[config.mk]
export PLATFORM = sky130hd
export DESIGN_NAME = stg5wb
export DESIGN_NICKNAME = d
export VERILOG_FILES = /design/src/rtl/stg5wb.sv
export SDC_FILE = /design/constraint.sdc
export NUM_CORES = 1
export LEC_CHECK = 0
export ABC_CLOCK_PERIOD_IN_PS = 38100
export CORE_AREA = 2 2 201 302
export DETAILED_ROUTE_END_ITERATION = 8
export DIE_AREA = 0 0 203 304
export GPL_ROUTABILITY_DRIVEN = 0
export PLACE_DENSITY = 0.73
export RECOVER_POWER = 100
export SLEW_MARGIN = 15
export SYNTH_ARGS = -nofsm -noshare
export SYNTH_HDL_FRONTEND = slang
export SYNTH_SLANG_ARGS = --single-unit
[constraint.sdc]
create_clock -name iw_clk -period 38.1 [get_ports iw_clk]
set_clock_uncertainty 0.2 [all_clocks]
set_input_delay 3.81 -clock iw_clk [delete_from_list [all_inputs] [get_ports iw_clk]]
set_output_delay 3.81 -clock iw_clk [all_outputs]
set_load 0.05 [all_outputs]
[src/rtl/stg5wb.sv]
// stg5wb: write-back stage owning GP/SR files with bypassed reads, retire pulse, last PC/instr, retire count, sticky halt
module stg5wb #(
  parameter int ADDR_W = 24,
  parameter int DATA_W = 24,
  parameter int OPC_W = 8,
  parameter int GP_W = 4,
  parameter int SR_W = 2,
  parameter logic [OPC_W-1:0] NOP_OPC = 8'h00,
  parameter logic [OPC_W-1:0] HALT_OPC = 8'hFF,
  parameter bit GP0_ZERO = 1'b1
) (
  input  logic              iw_clk,
  input  logic              iw_rst,
  input  logic [ADDR_W-1:0] iw_pc,
  input  logic [DATA_W-1:0] iw_instr,
  input  logic [OPC_W-1:0]  iw_opc,
  input  logic [GP_W-1:0]   iw_tgt_gp,
  input  logic              iw_tgt_gp_we,
  input  logic [SR_W-1:0]   iw_tgt_sr,
  input  logic              iw_tgt_sr_we,
  input  logic [DATA_W-1:0] iw_result,
  input  logic [GP_W-1:0]   iw_rd_gp_a,
  input  logic [GP_W-1:0]   iw_rd_gp_b,
  input  logic [SR_W-1:0]   iw_rd_sr,
  output logic [DATA_W-1:0] ow_gp_a,
  output logic [DATA_W-1:0] ow_gp_b,
  output logic [DATA_W-1:0] ow_sr,
  output logic              ow_retire,
  output logic [ADDR_W-1:0] ow_pc,
  output logic [DATA_W-1:0] ow_instr,
  output logic [31:0]       ow_retired,
  output logic              ow_halted
);
  logic [DATA_W-1:0] gp [2**GP_W];
  logic [DATA_W-1:0] sr [2**SR_W];
  logic active, retiring, gp_byp, sr_byp, gp_we;
  assign active = !ow_halted;
  assign retiring = active && (iw_opc != NOP_OPC);
  assign gp_byp = active && iw_tgt_gp_we;
  assign sr_byp = active && iw_tgt_sr_we;
  assign gp_we = gp_byp && !(GP0_ZERO && iw_tgt_gp == '0);
  assign ow_gp_a = (GP0_ZERO && iw_rd_gp_a == '0) ? '0 : (gp_byp && iw_rd_gp_a == iw_tgt_gp) ? iw_result : gp[iw_rd_gp_a];
  assign ow_gp_b = (GP0_ZERO && iw_rd_gp_b == '0) ? '0 : (gp_byp && iw_rd_gp_b == iw_tgt_gp) ? iw_result : gp[iw_rd_gp_b];
  assign ow_sr = (sr_byp && iw_rd_sr == iw_tgt_sr) ? iw_result : sr[iw_rd_sr];
  always_ff @(posedge iw_clk or posedge iw_rst) begin
    if (iw_rst) begin
      for (int i = 0; i < 2**GP_W; i++) gp[i] <= '0;
      for (int i = 0; i < 2**SR_W; i++) sr[i] <= '0;
      ow_retire <= 1'b0;
      ow_pc <= '0;
      ow_instr <= '0;
      ow_retired <= '0;
      ow_halted <= 1'b0;
    end else begin
      if (gp_we) gp[iw_tgt_gp] <= iw_result;
      if (sr_byp) sr[iw_tgt_sr] <= iw_result;
      ow_retire <= retiring;
      if (retiring) begin
        ow_pc <= iw_pc;
        ow_instr <= iw_instr;
        ow_retired <= ow_retired + 32'd1;
      end
      if (retiring && iw_opc == HALT_OPC) ow_halted <= 1'b1;
    end
  end
endmodule
==> reports/metrics.cfg, run 1 <==
[placed_design]
port_buffers = 253
dp.cells = 2940
hpwlAfterDp_um = 52300

[flow_run]
drv_cap = 29

[timing]
maxSlewHeadroom = -2.85
setup-violations-final = 0
setup_tns_ns = 0
fin_crit_sh = 0.417
report.final.hold_viol_count = 0
final.min_clock_period_ns = 15.87
worst_slew_pin_slew_ns = 5.74
rsz0062_at_grt = false
clock.fmax_mhz = 63.0
maxSlewViolCount = 1161

[detailed_routing]
dr.pass1.iters = 6
routed_wl_um = 81900
via_per_inst = 6.33
drc = 0
vias = 19213
drtAntennaViolNets = 0
wire_per_inst_um = 27.0
drt_iter0_markers = 1578

[critical_path]
required_ns = 34.09
end_kind = primary output
reg2reg_depth = 6
crit_fanout = 35
r2r_end = gp[111]
crit_start = iw_rd_gp_a[0]
reg2reg_from = ow_halted
critical_path_class = in2out
arrival_ns = 11.86
start_kind = input pin
ff2ff_setup_slack_ns = 33.94

[hold_path]
hold_class = reg2reg
min-delay-start = gp[360]
min_delay_worst_endpoint = gp[360]
whs_path_depth = 0

[synth]
synth_top_area_share = 0.489
syn_area_um2 = 28800
synth-edff-count = 0
yosysUniqueCellTypes = 40
yosysMostFrequentCell = dfrtp_1
async_reset_ff_frac = 1.00
yosys-top-cells-area = dfrtp_1 (49%), mux2_2 (19%), mux4_2 (9.4%)
synthFlopType = dfrtp_1
syn_area_per_cell_um2 = 13.8
yosys-top-cells-count = dfrtp_1 (562), mux2_2 (478), mux2i_1 (192)
ys_seq_area_frac = 0.489
syn_inst = 2086
synth_largest_area_cell = dfrtp_1
yosysWarnings = 0
synthesis.nets = 2187
ys_ff_latch = 562

[clock_network]
ctsRootBufferMaster = clkbuf_16
clk_pin_slew_ns = 0.06
cts.sinks = 562
numCtsBuffers = 53
htreeDepth = 2
post_cts_buffers = 0
cts_buffer_depth = 3
cts_tree = done
cts_resized = 0
cts_hold_buf = 0
clk_latency_ns = 0.60

[die]
fp.dieW_um = 203
core_um2 = 59300
io_pins = 254
row_count = 110
chipHeight_um = 304
dieArea_um2 = 61700
start_util = 0.485

[cells_and_area]
area_growth_pct = 15.3
multiInputGateArea_um2 = 13500
drive_gt1_frac = 0.322
finalCoreUtilization = 0.559
seq_area_um2 = 14100
fin_cells = 3034
diodes = 0
fillers = 4809
layout.nets = 2313

[power]
ir_drop_uv = 44.1
p_leak_nw = 14.0
power_density_nw_per_um2 = 56.2

[grt]
track_usage = 0.269
antenna_found_initial = 2
grt_max_degree = 133
grt_pass1_wl_um = 127000
grt-ovfl-total = 0
first_global_vias = 20838

[run_status]
status = finished, violations left
violations = max-capacitance violations, max-slew violations

[how the worst max path moves through the flow]
| stage | to | slack [ns] |
|---|---|---|
| after floorplan | gp[0] | 18.37 |
| after global placement | ow_gp_a[0] | 26.53 |
| after detailed placement | ow_gp_a[4] | 26.52 |
| after CTS | ow_gp_a[4] | 26.51 |
| after global routing | gp[360] | 21.58 |
| final | ow_gp_a[0] | 22.23 |
[critical path, cell delays in order]
cell           delay (ns)
clkbuf_1             2.00
clkbuf_1             1.88
clkbuf_1             1.97
mux4_2               0.61
a211oi_1             0.10
a31oi_1              0.47
dlygate4sd3_1        0.95
[sequential cells by signal (all words and copies together), names as in the netlist]
| name | flops |
|---|---|
| ow_pc | 24 |
| gp | 384 |
| ow_halted | 1 |
| ow_retire | 1 |
| sr | 96 |
| ow_retired | 32 |
| ow_instr | 24 |
[where the power goes]
group / switching [mW] / internal [mW]
registers: 0.0860 / 0.717
logic: 0.280 / 0.236
clock network: 0.233 / 0.313
[cell type report]
| cell class | count | area share |
|---|---|---|
| clock buffers | 81 | 0.0480 |
| clock inverters | 12 | 0.00517 |
| inverters | 1 | 0.000151 |
| multi-input cells | 1283 | 0.407 |
| repair buffers | 311 | 0.0858 |
| well taps | 784 | 0.0296 |
| flip-flops and latches | 562 | 0.424 |
[placed cells by master (no fill, tap or decap), drive strengths merged, types with 5 or more instances in the layout]
master,n
dfrtp,562
mux2,531
mux2i,192
dlygate4sd3,158
mux4,120
clkbuf,108
o22ai,96
clkdlybuf4s50,88
nand3,66
a211oi,49
o31ai,48
a31oi,46
xnor2,38
buf,38
nand2,19
nand4,19
clkinv,8
nor2b,8
and3,7
nor4,5
nor2,5
[cell families (layout without fill, tap and decap cells)]
kind of cell / Yosys count / in the layout / share of synthesized area
AO/OA/AOI/OAI: 244 / 244 / 0.0572
AND/OR/NAND/NOR: 154 / 154 / 0.0311
multiplexers: 843 / 843 / 0.369
buffers and inverters: 241 / 405 / 0.0411
XOR/XNOR: 41 / 41 / 0.0125
flip-flops: 562 / 562 / 0.489
adder cells (fa/ha/maj): 1 / 1 / 0.000435
[per-stage QoR]
step,area [µm²],setup slack (ns),power [mW],hold slack [ns]
after global placement,31600,26.53,1.32,0.185
after CTS,33300,26.51,1.88,0.205
final,33200,22.23,1.87,0.206
after global routing,33200,21.58,1.94,0.215
after detailed placement,31600,26.52,1.34,0.188
after floorplan,28800,18.37,1.17,0.249
[per-layer routing]
metal	track usage	routed length, µm
met4	0.121	3780
met2	0.458	41200
met5	0	11
met3	0.0523	5600
met1	0.330	31300
Note: power is estimated with default switching activity, not from simulation.
==> inputs of run 2 (changes only) <==
--- a/config.mk
+++ b/config.mk
@@ -5,12 +5,12 @@
 export SDC_FILE = /design/constraint.sdc
 export NUM_CORES = 1
 export LEC_CHECK = 0
-export ABC_CLOCK_PERIOD_IN_PS = 38100
+export ABC_CLOCK_PERIOD_IN_PS = 12710
 export CORE_AREA = 2 2 201 302
 export DETAILED_ROUTE_END_ITERATION = 8
 export DIE_AREA = 0 0 203 304
 export GPL_ROUTABILITY_DRIVEN = 0
-export PLACE_DENSITY = 0.73
+export PLACE_DENSITY = 0.76
 export RECOVER_POWER = 100
 export SLEW_MARGIN = 15
 export SYNTH_ARGS = -nofsm -noshare
==> constraint.sdc (replaced) <==
create_clock -name iw_clk -period 12.71 [get_ports iw_clk]
set_clock_uncertainty 0.2 [all_clocks]
set_input_delay 1.271 -clock iw_clk [delete_from_list [all_inputs] [get_ports iw_clk]]
set_output_delay 1.271 -clock iw_clk [all_outputs]
set_load 0.05 [all_outputs]
==> run 2 against run 1 <==
  * Critical path depth unchanged
  * Setup slack worse by 18 ns
  * Combinational power rose to 3.0 times the previous value
  * Wire length up 0.29%
  * Sequential power rose to 3.0 times the previous value
  * Register-to-register slack worse by 25 ns
  * Worst hold slack worse by 0.0061 ns
  * The flow still finishes with violations (max-capacitance violations, max-slew violations)
  * Non-clock buffer count down 3
  * Cell count about the same
  * Die area unchanged
  * Clock power rose to 3.2 times the previous value
  * Global-route usage down 0.13 points
==> reports/metrics.cfg, run 2 (same netlist as run 1, synthesis figures left out) <==
[run_status]
status = finished, violations left
violations = max-capacitance violations, max-slew violations

[timing]
fin_crit_sh = 0.681
report.final.hold_viol_count = 0
final.min_clock_period_ns = 8.65
maxSlewViolCount = 846
maxSlewHeadroom = -2.26
worst_slew_pin_slew_ns = 4.89
rsz0062_at_grt = false
clock.fmax_mhz = 116
setup-violations-final = 0
setup_tns_ns = 0

[critical_path]
critical_path_class = in2out
reg2reg_from = ow_halted
reg2reg_depth = 6
crit_fanout = 33
start_kind = input pin
required_ns = 11.24
r2r_end = gp[113]
arrival_ns = 7.18
ff2ff_setup_slack_ns = 8.63
end_kind = primary output
crit_start = iw_rd_gp_a[2]

[placed_design]
dpl_cell_area_um2 = 31600
port_buffers = 253
hpwlAfterDp_um = 52700

[power]
ir_drop_uv = 159
power_density_nw_per_um2 = 170
p_leak_nw = 14.1
finalPower_mw = 5.67

[clock_network]
post_cts_buffers = 0
cts_buffer_depth = 3
cts_resized = 0
cts_tree = done
clk_pin_slew_ns = 0.06
htreeDepth = 2
ctsRootBufferMaster = clkbuf_16
cts.sinks = 562
cts_hold_buf = 0
clk_latency_ns = 0.59
numCtsBuffers = 54

[detailed_routing]
dr.pass1.iters = 5
drtAntennaViolNets = 0
highest_layer = met5
via_per_inst = 6.40
wire_per_inst_um = 27.0
met3_length_um = 6340
wl_met1_um = 29700
drt_iter0_markers = 1587
vias = 19450
wl_met2_um = 40700
drc = 0
routed_wl_um = 82100

[cells_and_area]
biggestRegsByFlops = gp x384, sr x96, ow_retired x32
area_growth_pct = 15.9
fin_area_um2 = 33300
largest_reg_flops = 384
drive_gt1_frac = 0.328
layout_commonest_cell = dfrtp_1
layout.nets = 2311
final_cell_mix = dfrtp_1 (562), mux2_2 (473), mux2i_1 (192), dlygate4sd3_1 (157), mux4_2 (120)
diodes = 0
largest-register = gp

[grt]
first_global_vias = 21095
antenna_found_initial = 4
grt_max_degree = 203
grt_pass1_wl_um = 127000
grt-ovfl-total = 0
track_usage = 0.267

[die]
start_util = 0.485
io_pins = 254
dieArea_um2 = 61700
fp.dieW_um = 203
core_um2 = 59300
chipHeight_um = 304
row_count = 110

[hold_path]
hold_class = reg2reg
whs_path_depth = 0
min_delay_worst_endpoint = gp[362]
min-delay-start = gp[362]

[flow_run]
drv_cap = 24

## run 2: cell count changes in the layout (fill, tap and decap cells not counted), moves of 2 or more
| cell | change |
|---|---|
| clkbuf_1 | -16 |
| buf_4 | +7 |
| clkinvlp_4 | +3 |
| bufinv_16 | +2 |
| inv_8 | +2 |
| mux2_1 | +2 |
| mux2_2 | -2 |
## run 2: final cells by class
cell class	instances	area (µm²)
fillers	4750	26000
flip-flops and latches	562	14100
multi-input cells	1283	13500
repair buffers	308	2880
clock buffers	78	1610
well taps	784	981
clock inverters	21	302
inverters	1	5.00
## run 2: report_power, final
group | leakage [nW] | switching [mW] | internal [mW]
sequential | 6.90 | 0.262 | 2.15
combinational | 6.22 | 0.830 | 0.705
clock | 0.938 | 0.713 | 1.01
total | 14.1 | 1.80 | 3.86
## run 2: per-layer routing
layer	up-vias	track usage
met1	10090	0.312
met5	-	0
met4	4	0.159
met3	287	0.0602
li1	8135	-
met2	934	0.449
## run 2: per-stage QoR
step | setup WS (ns) | hold WS [ns] | cells | utilization
4_1_cts | 6.28 | 0.202 | 3037 | 0.565
6_report | 4.06 | 0.200 | 3037 | 0.562
2_1_floorplan | 3.59 | 0.249 | 2086 | -
3_5_place_dp | 6.31 | 0.188 | 2938 | 0.532
3_3_place_gp | 6.32 | 0.184 | 2938 | 0.532
5_1_grt | 3.61 | 0.210 | 3037 | 0.562
## run 2: worst max path at each step
stage / to / slack, ns / depth (start not counted)
after floorplan: gp[0] / 3.59 / 1
after global placement: ow_gp_b[9] / 6.32 / 9
after detailed placement: ow_gp_b[9] / 6.31 / 9
after CTS: ow_gp_b[9] / 6.28 / 9
after global routing: gp[329] / 3.61 / 4
final: ow_gp_a[5] / 4.06 / 7
## run 2: worst max-delay path, cell delays in order
cell	delay, ns
buf_4	0.35
clkbuf_1	1.89
nand3b_1	1.62
o22ai_1	0.69
a211oi_1	0.13
a31oi_1	0.27
dlygate4sd3_1	0.91
==> inputs of run 3 (changes only) <==
--- a/config.mk
+++ b/config.mk
@@ -5,7 +5,7 @@
 export SDC_FILE = /design/constraint.sdc
 export NUM_CORES = 1
 export LEC_CHECK = 0
-export ABC_CLOCK_PERIOD_IN_PS = 12710
+export ABC_CLOCK_PERIOD_IN_PS = 7500
 export CORE_AREA = 2 2 201 302
 export DETAILED_ROUTE_END_ITERATION = 8
 export DIE_AREA = 0 0 203 304
==> constraint.sdc (replaced) <==
create_clock -name iw_clk -period 7.5 [get_ports iw_clk]
set_clock_uncertainty 0.2 [all_clocks]
set_input_delay 0.75 -clock iw_clk [delete_from_list [all_inputs] [get_ports iw_clk]]
set_output_delay 0.75 -clock iw_clk [all_outputs]
set_load 0.05 [all_outputs]
==> run 3 against run 2 <==
  * The flow still finishes with violations (max-capacitance violations, max-slew violations)
  * Critical path type unchanged
  * Combinational power rose by 71%
  * Cell count barely moved
  * Clock-buffer cell count decreased by 2
  * Setup slack worse by 2.8 ns
  * Core utilization about the same
  * First-iteration DRC count down 4.2%
==> reports/metrics.cfg, run 3 (same netlist as run 1, synthesis figures left out) <==
[clock_network]
cts_tree = done
ctsRootBufferMaster = clkbuf_16
post_cts_buffers = 0
htreeDepth = 2
cts.sinks = 562
numCtsBuffers = 53
cts_resized = 0
clk_latency_ns = 0.62
cts_buffer_depth = 3
clk_pin_slew_ns = 0.06
cts_hold_buf = 0

[cells_and_area]
layout_commonest_cell = dfrtp_1
area_growth_pct = 15.9
fillers = 4734
fin_cells = 3038
largest_reg_flops = 384
layout.nets = 2316
largest-register = gp
biggestRegsByFlops = gp x384, sr x96, ow_retired x32
drive_gt1_frac = 0.328
final_cell_mix = dfrtp_1 (562), mux2_2 (477), mux2i_1 (192), dlygate4sd3_1 (158), mux4_2 (120)

[critical_path]
required_ns = 6.55
crit_top_cell = buf_4
path_delay_family = buffers and inverters
crit_fanout = 57
critical_path_class = in2out
arrival_ns = 5.32
end_kind = primary output
critPathBufInv = 4
cpPeakStageDelay_ns = 1.45
worstPathCellList = buf_4, clkbuf_2, or2_0, buf_4, o31ai_1, a31oi_1, dlygate4sd3_1
cpMaxStageDelayCell = clkbuf_2
start_kind = input pin

[die]
dieArea_um2 = 61700
fp.dieW_um = 203
core_um2 = 59300
io_pins = 254
row_count = 110
chipHeight_um = 304
start_util = 0.485

[run_status]
violations = max-capacitance violations, max-slew violations
status = finished, violations left

[grt]
grt_pass1_wl_um = 125000
first_global_vias = 20932
track_usage = 0.263
grt-ovfl-total = 0
grt_max_degree = 209
antenna_found_initial = 1

[timing]
setup-violations-final = 0
clock.fmax_mhz = 160
rsz0062_at_grt = false
worst_slack_ns = 1.23
maxSlewViolCount = 780
final.min_clock_period_ns = 6.27
worst_slew_pin_slew_ns = 2.80
fin_crit_sh = 0.836
report.final.hold_viol_count = 0
maxSlewHeadroom = -0.865

[placed_design]
dp_slack_ns = 2.17
port_buffers = 253
hpwlAfterDp_um = 52000
dp.cells = 2943

[detailed_routing]
drtAntennaViolNets = 0
wire_per_inst_um = 26.5
via_per_inst = 6.32
vias = 19203
drc = 0
dr.pass1.iters = 5
drt_iter0_markers = 1520
routed_wl_um = 80500

[power]
p_switching_mw = 3.02
p_clk_frac = 0.301
p_int_mw = 6.53
sw_frac_of_total = 0.316
power_density_nw_per_um2 = 286
p_seq_frac = 0.426
ir_drop_uv = 239
p_leak_nw = 14.1
power_frac_comb = 0.273

[flow_run]
drv_cap = 28

[hold_path]
hold_class = reg2reg

## run 3: changes by cell type in the layout (fill, tap and decap cells not counted), moves of 2 or more
cell and change:
clkbuf_8 -5, mux2_2 +4, bufinv_16 +2, nand3b_1 -2
inv_8 -2, nor2b_4 +2, clkbuf_1 +7, nor2b_2 -2
nand3b_2 +2, mux2_1 -4, clkinvlp_4 -2
## run 3: cell type report
type	instances	area (µm²)	area share
Sequential cell	562	14100	0.422
Multi-Input combinational cell	1283	13500	0.406
Timing Repair Buffer	314	2930	0.0878
Clock buffer	76	1530	0.0460
Tap cell	784	981	0.0294
Clock inverter	17	299	0.00897
Inverter	1	5.00	0.000150
Antenna cell	1	2.50	0.0000750
## run 3: per-layer routing
layer	track usage	wire, µm	part of all wire
met1	0.312	29900	0.37
met2	0.444	40100	0.50
met4	0.147	4870	0.060
met5	0	13	0.00016
met3	0.0565	5580	0.069
## run 3: final timing paths
check / from / endpoint / slack, ns / cells after the start
worst max register to register: ow_halted / gp[215] / 3.50 / 6
worst min register to register: gp[368] / gp[368] / 0.20 / 0
max in group asynchronous: iw_rst / gp[215] / 2.09 / 4
min in group asynchronous: iw_rst / sr[74] / 0.94 / 2
worst max-delay path: iw_rd_gp_b[1] / ow_gp_b[8] / 1.23 / 7
worst min-delay path: gp[368] / gp[368] / 0.20 / 0
## run 3: metrics by stage
step	setup TNS [ns]	utilization	power, mW	hold slack, ns	instance area (µm²)
detailed placement	0	0.533	6.77	0.190	31600
floorplan	-619.16	-	5.93	0.249	28800
global placement	0	0.533	6.66	0.184	31600
global route	0	0.562	9.94	0.217	33300
finish	0	0.562	9.55	0.204	33300
CTS	0	0.564	9.66	0.206	33400
## run 3: power by group through the flow
stage | clock, mW | sequential, mW | combinational [mW]
after floorplan | 0 | 4.19 | 1.74
after global placement | 0 | 4.05 | 2.61
after detailed placement | 0 | 4.12 | 2.65
after CTS | 2.92 | 4.07 | 2.66
after global routing | 3.04 | 4.15 | 2.75
final | 2.88 | 4.07 | 2.61
